### src/rtl/l1_refill_ctrl.sv
// L1 miss/refill controller: optional dirty-line writeback to L2, then a line
// fill from L2 into the victim way chosen by the replacement unit.
module l1_refill_ctrl #(
  parameter int unsigned WAY_NUM    = 4,
  parameter int unsigned LINE_WORDS = 8,
  parameter int unsigned ADDR_W     = 32,
  parameter int unsigned DATA_W     = 32
) (
  input  logic                          clk_l1,
  input  logic                          rst_n,
  input  logic                          miss_req,
  input  logic [ADDR_W-1:0]             miss_addr,
  input  logic [WAY_NUM-1:0]            replace_way,
  input  logic [WAY_NUM-1:0]            victim_dirty,
  input  logic [ADDR_W-1:0]             victim_addr,
  output logic [WAY_NUM-1:0]            arr_way,
  output logic [$clog2(LINE_WORDS)-1:0] arr_word,
  input  logic [DATA_W-1:0]             arr_rdata,
  output logic                          arr_we,
  output logic [DATA_W-1:0]             arr_wdata,
  output logic                          tag_we,
  output logic                          l2_req,
  output logic                          l2_we,
  output logic [ADDR_W-1:0]             l2_addr,
  output logic [DATA_W-1:0]             l2_wdata,
  input  logic                          l2_ack,
  input  logic [DATA_W-1:0]             l2_rdata,
  output logic                          refill_busy,
  output logic                          refill_done
);

  localparam int unsigned WORD_W = $clog2(LINE_WORDS);
  localparam int unsigned BYTES  = DATA_W / 8;
  localparam int unsigned OFF_W  = $clog2(LINE_WORDS * BYTES);
  localparam logic [ADDR_W-1:0] LINE_MASK = ~((ADDR_W'(1) << OFF_W) - ADDR_W'(1));
  localparam logic [WORD_W-1:0] K_LAST    = WORD_W'(LINE_WORDS - 1);

  typedef enum logic [2:0] {
    IDLE, WB_RD, WB_REQ, FILL_REQ, FILL_WR, UPDATE, DONE
  } state_e;

  state_e              state_q, state_d;
  logic [WORD_W-1:0]   k_q, k_d;
  logic [WAY_NUM-1:0]  way_q, way_d, way_sel_c;
  logic [ADDR_W-1:0]   miss_line_q, miss_line_d;
  logic [ADDR_W-1:0]   wb_line_q, wb_line_d;
  logic [ADDR_W-1:0]   l2_addr_q, l2_addr_d;
  logic [DATA_W-1:0]   wb_buf_q, wb_buf_d;
  logic [DATA_W-1:0]   fill_buf_q, fill_buf_d;
  logic                arr_we_q, arr_we_d;
  logic                tag_we_q, tag_we_d;
  logic                l2_req_q, l2_req_d;
  logic                l2_we_q, l2_we_d;
  logic                busy_q, busy_d;
  logic                done_q, done_d;
  logic                dirty_c;

  // Lowest set bit of the victim vector; an empty vector falls back to way 0.
  assign way_sel_c = (replace_way == '0) ? WAY_NUM'(1)
                                         : (replace_way & (~replace_way + WAY_NUM'(1)));
  assign dirty_c   = |(victim_dirty & replace_way);

  always_comb begin
    state_d     = state_q;
    k_d         = k_q;
    way_d       = way_q;
    miss_line_d = miss_line_q;
    wb_line_d   = wb_line_q;
    wb_buf_d    = wb_buf_q;
    fill_buf_d  = fill_buf_q;
    arr_we_d    = 1'b0;
    tag_we_d    = 1'b0;
    l2_req_d    = 1'b0;
    l2_we_d     = 1'b0;
    l2_addr_d   = '0;
    busy_d      = 1'b0;
    done_d      = 1'b0;

    case (state_q)
      IDLE: begin
        if (miss_req) begin
          way_d       = way_sel_c;
          miss_line_d = miss_addr & LINE_MASK;
          wb_line_d   = victim_addr & LINE_MASK;
          k_d         = '0;
          state_d     = dirty_c ? WB_RD : FILL_REQ;
        end
      end
      WB_RD: begin
        wb_buf_d = arr_rdata;
        state_d  = WB_REQ;
      end
      WB_REQ: begin
        if (l2_ack) begin
          if (k_q == K_LAST) begin
            k_d     = '0;
            state_d = FILL_REQ;
          end else begin
            k_d     = k_q + WORD_W'(1);
            state_d = WB_RD;
          end
        end
      end
      FILL_REQ: begin
        if (l2_ack) begin
          fill_buf_d = l2_rdata;
          state_d    = FILL_WR;
        end
      end
      FILL_WR: begin
        if (k_q == K_LAST) begin
          state_d = UPDATE;
        end else begin
          k_d     = k_q + WORD_W'(1);
          state_d = FILL_REQ;
        end
      end
      UPDATE:  state_d = DONE;
      DONE:    state_d = IDLE;
      default: state_d = IDLE;
    endcase

    // Outputs are registered from the next state so they align with state_q.
    arr_we_d = (state_d == FILL_WR);
    tag_we_d = (state_d == UPDATE);
    done_d   = (state_d == DONE);
    busy_d   = (state_d != IDLE);
    l2_req_d = (state_d == WB_REQ) || (state_d == FILL_REQ);
    l2_we_d  = (state_d == WB_REQ);
    if (state_d == WB_REQ) begin
      l2_addr_d = wb_line_d + ADDR_W'(k_d) * ADDR_W'(BYTES);
    end else if (state_d == FILL_REQ) begin
      l2_addr_d = miss_line_d + ADDR_W'(k_d) * ADDR_W'(BYTES);
    end
  end

  always_ff @(posedge clk_l1 or negedge rst_n) begin
    if (!rst_n) begin
      state_q     <= IDLE;
      k_q         <= '0;
      way_q       <= '0;
      miss_line_q <= '0;
      wb_line_q   <= '0;
      wb_buf_q    <= '0;
      fill_buf_q  <= '0;
      arr_we_q    <= 1'b0;
      tag_we_q    <= 1'b0;
      l2_req_q    <= 1'b0;
      l2_we_q     <= 1'b0;
      l2_addr_q   <= '0;
      busy_q      <= 1'b0;
      done_q      <= 1'b0;
    end else begin
      state_q     <= state_d;
      k_q         <= k_d;
      way_q       <= way_d;
      miss_line_q <= miss_line_d;
      wb_line_q   <= wb_line_d;
      wb_buf_q    <= wb_buf_d;
      fill_buf_q  <= fill_buf_d;
      arr_we_q    <= arr_we_d;
      tag_we_q    <= tag_we_d;
      l2_req_q    <= l2_req_d;
      l2_we_q     <= l2_we_d;
      l2_addr_q   <= l2_addr_d;
      busy_q      <= busy_d;
      done_q      <= done_d;
    end
  end

  assign arr_way     = way_q;
  assign arr_word    = k_q;
  assign arr_we      = arr_we_q;
  assign arr_wdata   = fill_buf_q;
  assign tag_we      = tag_we_q;
  assign l2_req      = l2_req_q;
  assign l2_we       = l2_we_q;
  assign l2_addr     = l2_addr_q;
  assign l2_wdata    = wb_buf_q;
  assign refill_busy = busy_q;
  assign refill_done = done_q;

endmodule
### config.mk
export PLATFORM = sky130hd
export DESIGN_NAME = l1_refill_ctrl
export DESIGN_NICKNAME = d
export VERILOG_FILES = /design/src/rtl/l1_refill_ctrl.sv
export SDC_FILE = /design/constraint.sdc
export NUM_CORES = 1
export LEC_CHECK = 0
export ABC_AREA = 1
export CAP_MARGIN = 5
export CELL_PAD_IN_SITES_DETAIL_PLACEMENT = 1
export CELL_PAD_IN_SITES_GLOBAL_PLACEMENT = 2
export CORE_ASPECT_RATIO = 0.5
export CORE_MARGIN = 2
export CORE_UTILIZATION = 25
export DETAILED_ROUTE_END_ITERATION = 8
export PLACE_DENSITY = 0.82
export SETUP_SLACK_MARGIN = 0.1
export SLEW_MARGIN = 20
export SYNTH_ARGS = -nofsm -noshare
export SYNTH_HDL_FRONTEND = slang
export SYNTH_SLANG_ARGS = --single-unit
### constraint.sdc
create_clock -name clk_l1 -period 3 [get_ports clk_l1]
set_input_delay 0.6 -clock clk_l1 [delete_from_list [all_inputs] [get_ports clk_l1]]
set_output_delay 0.6 -clock clk_l1 [all_outputs]
set_load 0.03 [all_outputs]
==> results of run 1 <==
critical path, stage by stage (launching register included):
cell and delay (ns):
dfrtp_2 0.43, ha_4 0.18, ha_4 0.16, inv_4 0.06, ha_4 0.19, o221ai_4 0.22, buf_6 0.15, ha_4 0.15
fa_2 0.21, nand2_2 0.06, nand2_2 0.07, nand2_2 0.07, nor2_4 0.24, buf_4 0.17, nand3_2 0.09, nor2_4 0.15
nand3_1 0.09, nand3_1 0.13, nand2_2 0.07
flip-flops by register name, indices dropped and copies added (netlist names):
| name | flops |
|---|---|
| state_q | 3 |
| wb_line_q | 32 |
| refill_done | 1 |
| arr_way | 4 |
| l2_we | 1 |
| l2_req | 1 |
| arr_word | 3 |
| miss_line_q | 32 |
| l2_wdata | 32 |
| arr_wdata | 32 |
| refill_busy | 1 |
| arr_we | 1 |
| tag_we | 1 |
| l2_addr | 32 |
cells by family after synthesis:
kind of cell             after synthesis  share of synthesized area
AND/OR/NAND/NOR                      725                      0.331
flip-flops                           176                      0.480
buffers and inverters                148                     0.0680
AO/OA/AOI/OAI                         84                     0.0519
multiplexers                          32                     0.0393
XOR/XNOR                              12                     0.0115
adder cells (fa/ha/maj)               12                     0.0180
area by class of cell:
| cell class | instances | area (µm²) | share of cell area |
|---|---|---|---|
| clock buffers | 23 | 458 | 0.0335 |
| flip-flops and latches | 176 | 4410 | 0.323 |
| well taps | 484 | 606 | 0.0443 |
| inverters | 111 | 422 | 0.0308 |
| multi-input cells | 865 | 4510 | 0.330 |
| clock inverters | 9 | 134 | 0.00979 |
| repair buffers | 324 | 3130 | 0.229 |
cells in the mapped netlist, types with 3 or more instances:
cell type / instances / area [µm²]
a21oi_1: 8 / 40.0
a22o_1: 4 / 35.0
buf_2: 19 / 95.1
buf_6: 5 / 56.3
clkbuf_1: 9 / 33.8
dfrtp_1: 176 / 4400
ha_1: 10 / 125
inv_1: 101 / 379
inv_2: 9 / 33.8
mux2_2: 32 / 360
nand2_1: 498 / 1870
nand2_2: 29 / 181
nand3_1: 63 / 315
nand3b_1: 7 / 52.6
nand4_1: 7 / 43.8
nor2_1: 88 / 330
nor2_2: 13 / 81.3
nor2_4: 4 / 45.0
nor3_2: 3 / 30.0
o21ai_0: 52 / 260
o21ai_1: 4 / 20.0
o21bai_1: 4 / 30.0
o22ai_1: 4 / 25.0
or2_2: 5 / 31.3
xnor2_1: 4 / 35.0
xor2_1: 8 / 70.1
power by group:
group | leakage, nW | switching [mW] | internal [mW] | total [mW]
registers | 2.23 | 0.486 | 3.32 | 3.81
logic | 3.83 | 4.71 | 2.81 | 7.52
clock network | 0.274 | 0.976 | 1.33 | 2.31
repair_timing:
item,CTS,global route
buffers inserted,4,15
gates cloned,0,0
pin swaps,16,40
endpoints found under the setup margin,23,26
gates resized for setup,21,71
per-stage QoR:
stage	area, µm²	hold WS [ns]	setup TNS (ns)	setup WS, ns	utilization
final	13700	0.177	-0.00713	-0.00713	0.379
after global routing	13700	0.215	-1.32	-0.139	0.379
after CTS	13300	0.194	0	0.0249	0.369
after detailed placement	12600	0.460	-10.22	-0.479	0.350
after global placement	12600	0.454	-8.02	-0.397	0.350
after floorplan	9270	0.304	0	0.0613	-
layer usage:
layer | up-vias | track usage
li1 | 4317 | -
met1 | 4403 | 0.215
met2 | 122 | 0.313
met3 | 32 | 0.0290
met4 | 0 | 0.0552
met5 | - | 0
path summary, 6_finish.rpt:
path	cells after the start	endpoint	slack [ns]
worst max-delay path	18	l2_addr[28]$_DFF_PN0_	-0.007
worst min-delay path	1	wb_line_q[13]$_DFF_PN0_	0.18
worst max register to register	18	l2_addr[28]$_DFF_PN0_	-0.007
worst min register to register	2	arr_wdata[1]$_DFFE_PN0P_	0.47
max in group asynchronous	2	arr_word[0]$_DFF_PN0_	2.09
min in group clk_l1	2	arr_wdata[1]$_DFFE_PN0P_	0.47
==> impl_metrics.tcl, run 1 <==
set metrics [dict create \
    postCtsHoldBufs 0 \
    max_slew.worst_pin.slew_ns 0.645 \
    syn_nets 1341 \
    dr_wl_met3_um 1160 \
    rows 49 \
    clkLatencyLatePin_ns 0.45 \
    critical_path_class "reg -> reg" \
    drt_pre_antenna_iters 4 \
    syn_inst 1189 \
    setup_viol 1 \
    synth_area_mm2 0.00918 \
    syn_avg_cell_area_um2 7.72 \
    die_w_um 275 \
    critPathMaxFanout 5 \
    area_delta_synth_final_pct 48.9 \
    nFillCells 4274 \
    viasPerCell 4.45 \
    layout_commonest_cell "nand2_1" \
    violations "setup timing" \
    p_leak_nw 6.33 \
    final.period_utilization 1.00 \
    mostFrequentLayoutCells "475 x nand2_1, 235 x clkdlybuf4s50_1, 172 x dfrtp_1" \
    wl_per_cell_um 16.8 \
    crit_path_end_kind "register" \
    first_global_vias 9592 \
    period_minus_slack_ns 3.01 \
    wl_met2_um 17500 \
    dp_hpwl_um 24900 \
    seq_area_frac_synth 0.480 \
    cts_buffers 17 \
    drive_above_1_share 0.190 \
    grt_overflow 0 \
    route.antenna.remaining_nets 0 \
    fmaxAchievable_mhz 333 \
    skew_ns 0.00929 \
    routed.top_layer "met4" \
    synth_edf_count 0 \
    final_nets 1647 \
    dieArea_mm2 0.0384 \
    irDropWorstVdd_mv 0.608 \
    cts_tree "built" \
    report.final.slew_viol_count 0 \
    start_util 0.255 \
    grt_usage 0.175 \
    worstPathArrival_ns 3.34 \
    gp_congestion 0.839 \
    critPathLaunch "arr_word[1]$_DFF_PN0_" \
    max_slew_margin 0.570 \
    grt_pass1_wl_um 52300 \
    ys_types 40 \
    cap_violations 0 \
    ioPinCount 249 \
    routed_wl_um 33400 \
    setup_ws_ns -0.00713 \
    cts.clk_slew.worst_paths_ns 0.06 \
    die_h_um 139 \
    numClockSinks 176 \
    drc_errors 0 \
    grt_start_max_net_pins 74 \
    io_buffer_count 238 \
    fin_cells 1992 \
    coreArea_mm2 0.0360 \
    ctsLongestPathBuffers 2 \
    drtIter0Drc 352 \
    power_density_mw_per_mm2 998 \
    antenna_found_initial 0 \
    diodes 0 \
    cts_root_buffer "clkbuf_16" \
    h-tree-depth 4 \
    total_power_mw 13.6 \
    dp_cells 1942 \
    crit_path_start_kind "register" \
    wl_met1_um 14200 \
    async_reset_ff_frac 1.00 \
    vias 8874 \
    hold_class "in -> async" \
    status "finished, violations left" \
    yosysWarnings 0 \
    r2r_start "arr_word[1]$_DFF_PN0_" \
    hold_viol 0 \
    ys_ff_latch 176 \
    rsz0062_at_grt "yes" \
    critPathRequiredTime_ns 3.34 \
    ys.flop_type "dfrtp_1" \
]
No activity file was read; power rests on OpenSTA's default activity.
==> run 2, diff against run 1 <==
ABC_CLOCK_PERIOD_IN_PS = 3700   (was unset)
CORE_UTILIZATION = 29   (was 25)
PLACE_DENSITY = 0.89   (was 0.82)
clock period = 3.7 ns   (was 3 ns; I/O delays follow)
==> impl_metrics.tcl, run 2 (synthesized netlist as in run 1, its figures left out) <==
set metrics [dict create \
    crit_family "adder cells" \
    period_minus_slack_ns 3.34 \
    route.antenna.remaining_nets 0 \
    ctsLongestPathBuffers 2 \
    dieArea_mm2 0.0332 \
    setup_ws_ns 0.358 \
    wl_met1_um 14200 \
    drc_errors 0 \
    wl_per_cell_um 16.9 \
    irDropWorstVdd_mv 0.393 \
    hold_class "in -> async" \
    mostFrequentLayoutCells "498 x nand2_1, 236 x clkdlybuf4s50_1, 176 x dfrtp_1" \
    switching_power_mw 4.83 \
    rsz0062_at_grt "no" \
    cts_root_buffer "clkbuf_16" \
    power_frac_seq 0.291 \
    worstPathArrival_ns 3.68 \
    worst-path-buf-inv 3 \
    clkLatencyLatePin_ns 0.45 \
    final_nets 1597 \
    h-tree-depth 4 \
    antenna_found_initial 0 \
    grt_usage 0.196 \
    drtIter0Drc 498 \
    first_global_vias 9233 \
    grt_start_max_net_pins 82 \
    hold_viol 0 \
    pwr-share-comb 0.533 \
    critical_path_class "reg -> reg" \
    diodes 0 \
    slowest_stage "dfrtp_1" \
    routed_wl_um 31700 \
    viasPerCell 4.60 \
    gp_congestion 0.842 \
    setup_viol 0 \
    critPathMaxFanout 7 \
    final.period_utilization 0.903 \
    dr_wl_met3_um 1140 \
    crit_path_start_kind "register" \
    nFillCells 3727 \
    rows 45 \
    power_density_mw_per_mm2 823 \
    grt_overflow 0 \
    critPathLaunch "arr_word[0]$_DFF_PN0_" \
    routed.top_layer "met4" \
    dp_hpwl_um 24000 \
    ioPinCount 249 \
    switching_share 0.459 \
    max_slew.worst_pin.slew_ns 1.06 \
    layout_commonest_cell "nand2_1" \
    seqCellArea_mm2 0.00440 \
    p_leak_nw 5.98 \
    max_stage_delay_ns 0.41 \
    cts.clk_slew.worst_paths_ns 0.07 \
    post-place-ws_ns -0.110 \
    p_int_mw 5.69 \
    grt_pass1_wl_um 50800 \
    drt_pre_antenna_iters 5 \
    postCtsHoldBufs 0 \
    skew_ns 0.0114 \
    coreArea_mm2 0.0307 \
    multi_input_area_mm2 0.00420 \
    report.final.slew_viol_count 0 \
    wl_met2_um 15900 \
    fmaxAchievable_mhz 299 \
    cts_tree "built" \
    vias 8646 \
    clkPwrFrac 0.176 \
    cap_violations 0 \
    die_w_um 256 \
    r2r_start "arr_word[0]$_DFF_PN0_" \
    numClockSinks 176 \
    crit_path_end_kind "register" \
    area_delta_synth_final_pct 39.4 \
    cts_buffers 17 \
    hold-worst-slack_ns 0.319 \
    critPathRequiredTime_ns 4.04 \
    status "finished, final reports clean" \
    io_buffer_count 238 \
    start_util 0.299 \
    drive_above_1_share 0.119 \
    die_h_um 130 \
    cp_cell_sequence "ha_1 > ha_2 > inv_1 > ha_1 > o221ai_2 > ha_2 > inv_1 > fa_1 > inv_1 > nand2_1 > nand2_1 > nand3_2 > nor2_4 > nand2_4 > nor2_4 > nand3_1 > nand3_1 > nand2_1" \
    max_slew_margin 0.293 \
    total_power_mw 10.5 \
]
-- run 2: cell count changes in the layout (fill, tap and decap cells not counted), sizes merged --
cell | previous run | this run
clkbuf | 24 | 17
buf | 87 | 38
clkdlybuf4s50 | 235 | 236
clkinv | 3 | 6
clkinvlp | 4 | 1
dlymetal6s2s | 1 | 0
inv | 110 | 117
bufinv | 3 | 2
-- run 2: repair_timing --
action	4_1_cts	5_1_grt
gates resized for setup	1	9
setup buffers	0	1
endpoints found under the setup margin	1	12
pin swaps	0	4
-- run 2: worst register-to-register path: stages (launching register included) --
cell      delay [ns]
dfrtp_1         0.41
ha_1            0.23
ha_2            0.20
inv_1           0.12
ha_1            0.25
o221ai_2        0.21
ha_2            0.24
inv_1           0.05
fa_1            0.35
inv_1           0.08
nand2_1         0.08
nand2_1         0.09
nand3_2         0.15
nor2_4          0.17
nand2_4         0.10
nor2_4          0.23
nand3_1         0.12
nand3_1         0.11
nand2_1         0.06
-- run 2: routing by layer --
metal,global-route usage,vias to the layer above
met5,0,-
met4,0.0533,0
met3,0.0379,27
met2,0.347,142
met1,0.248,4263
li1,-,4214
-- run 2: cell type report --
type	instances	area share
clock buffer	17	0.0332
clock inverter	15	0.0122
inverter	111	0.0326
multi-input combinational	865	0.328
sequential	176	0.344
tap	423	0.0414
timing repair buffer	274	0.208
-- run 2: stage by stage --
stage / instances / area [µm²] / setup TNS [ns] / util
3_5_place_dp: 1848 / 12200 / -0.599 / 0.396
6_report: 1881 / 12800 / 0 / 0.416
5_1_grt: 1881 / 12800 / 0 / 0.416
3_3_place_gp: 1848 / 12200 / -0.0552 / 0.396
4_1_cts: 1880 / 12700 / 0 / 0.415
2_1_floorplan: 1189 / 9180 / 0 / -
-- run 2: final timing paths --
kind	endpoint	slack (ns)	depth (start not counted)
setup / recovery	l2_addr[20]$_DFF_PN0_	0.36	18
hold / removal	miss_line_q[15]$_DFF_PN0_	0.32	1
setup reg to reg	l2_addr[20]$_DFF_PN0_	0.36	18
hold reg to reg	arr_wdata[28]$_DFFE_PN0P_	0.48	2
max in group asynchronous	l2_addr[27]$_DFF_PN0_	2.44	2
min in group clk_l1	arr_wdata[28]$_DFFE_PN0P_	0.48	2
-- run 2: power by group through the flow --
stage	sequential (mW)	clock, mW	combinational (mW)
final	3.07	1.85	5.61
after floorplan	3.95	0	2.55
after CTS	3.08	1.91	5.65
after global routing	3.15	1.99	6.16
after global placement	3.06	0	5.48
after detailed placement	3.11	0	5.62
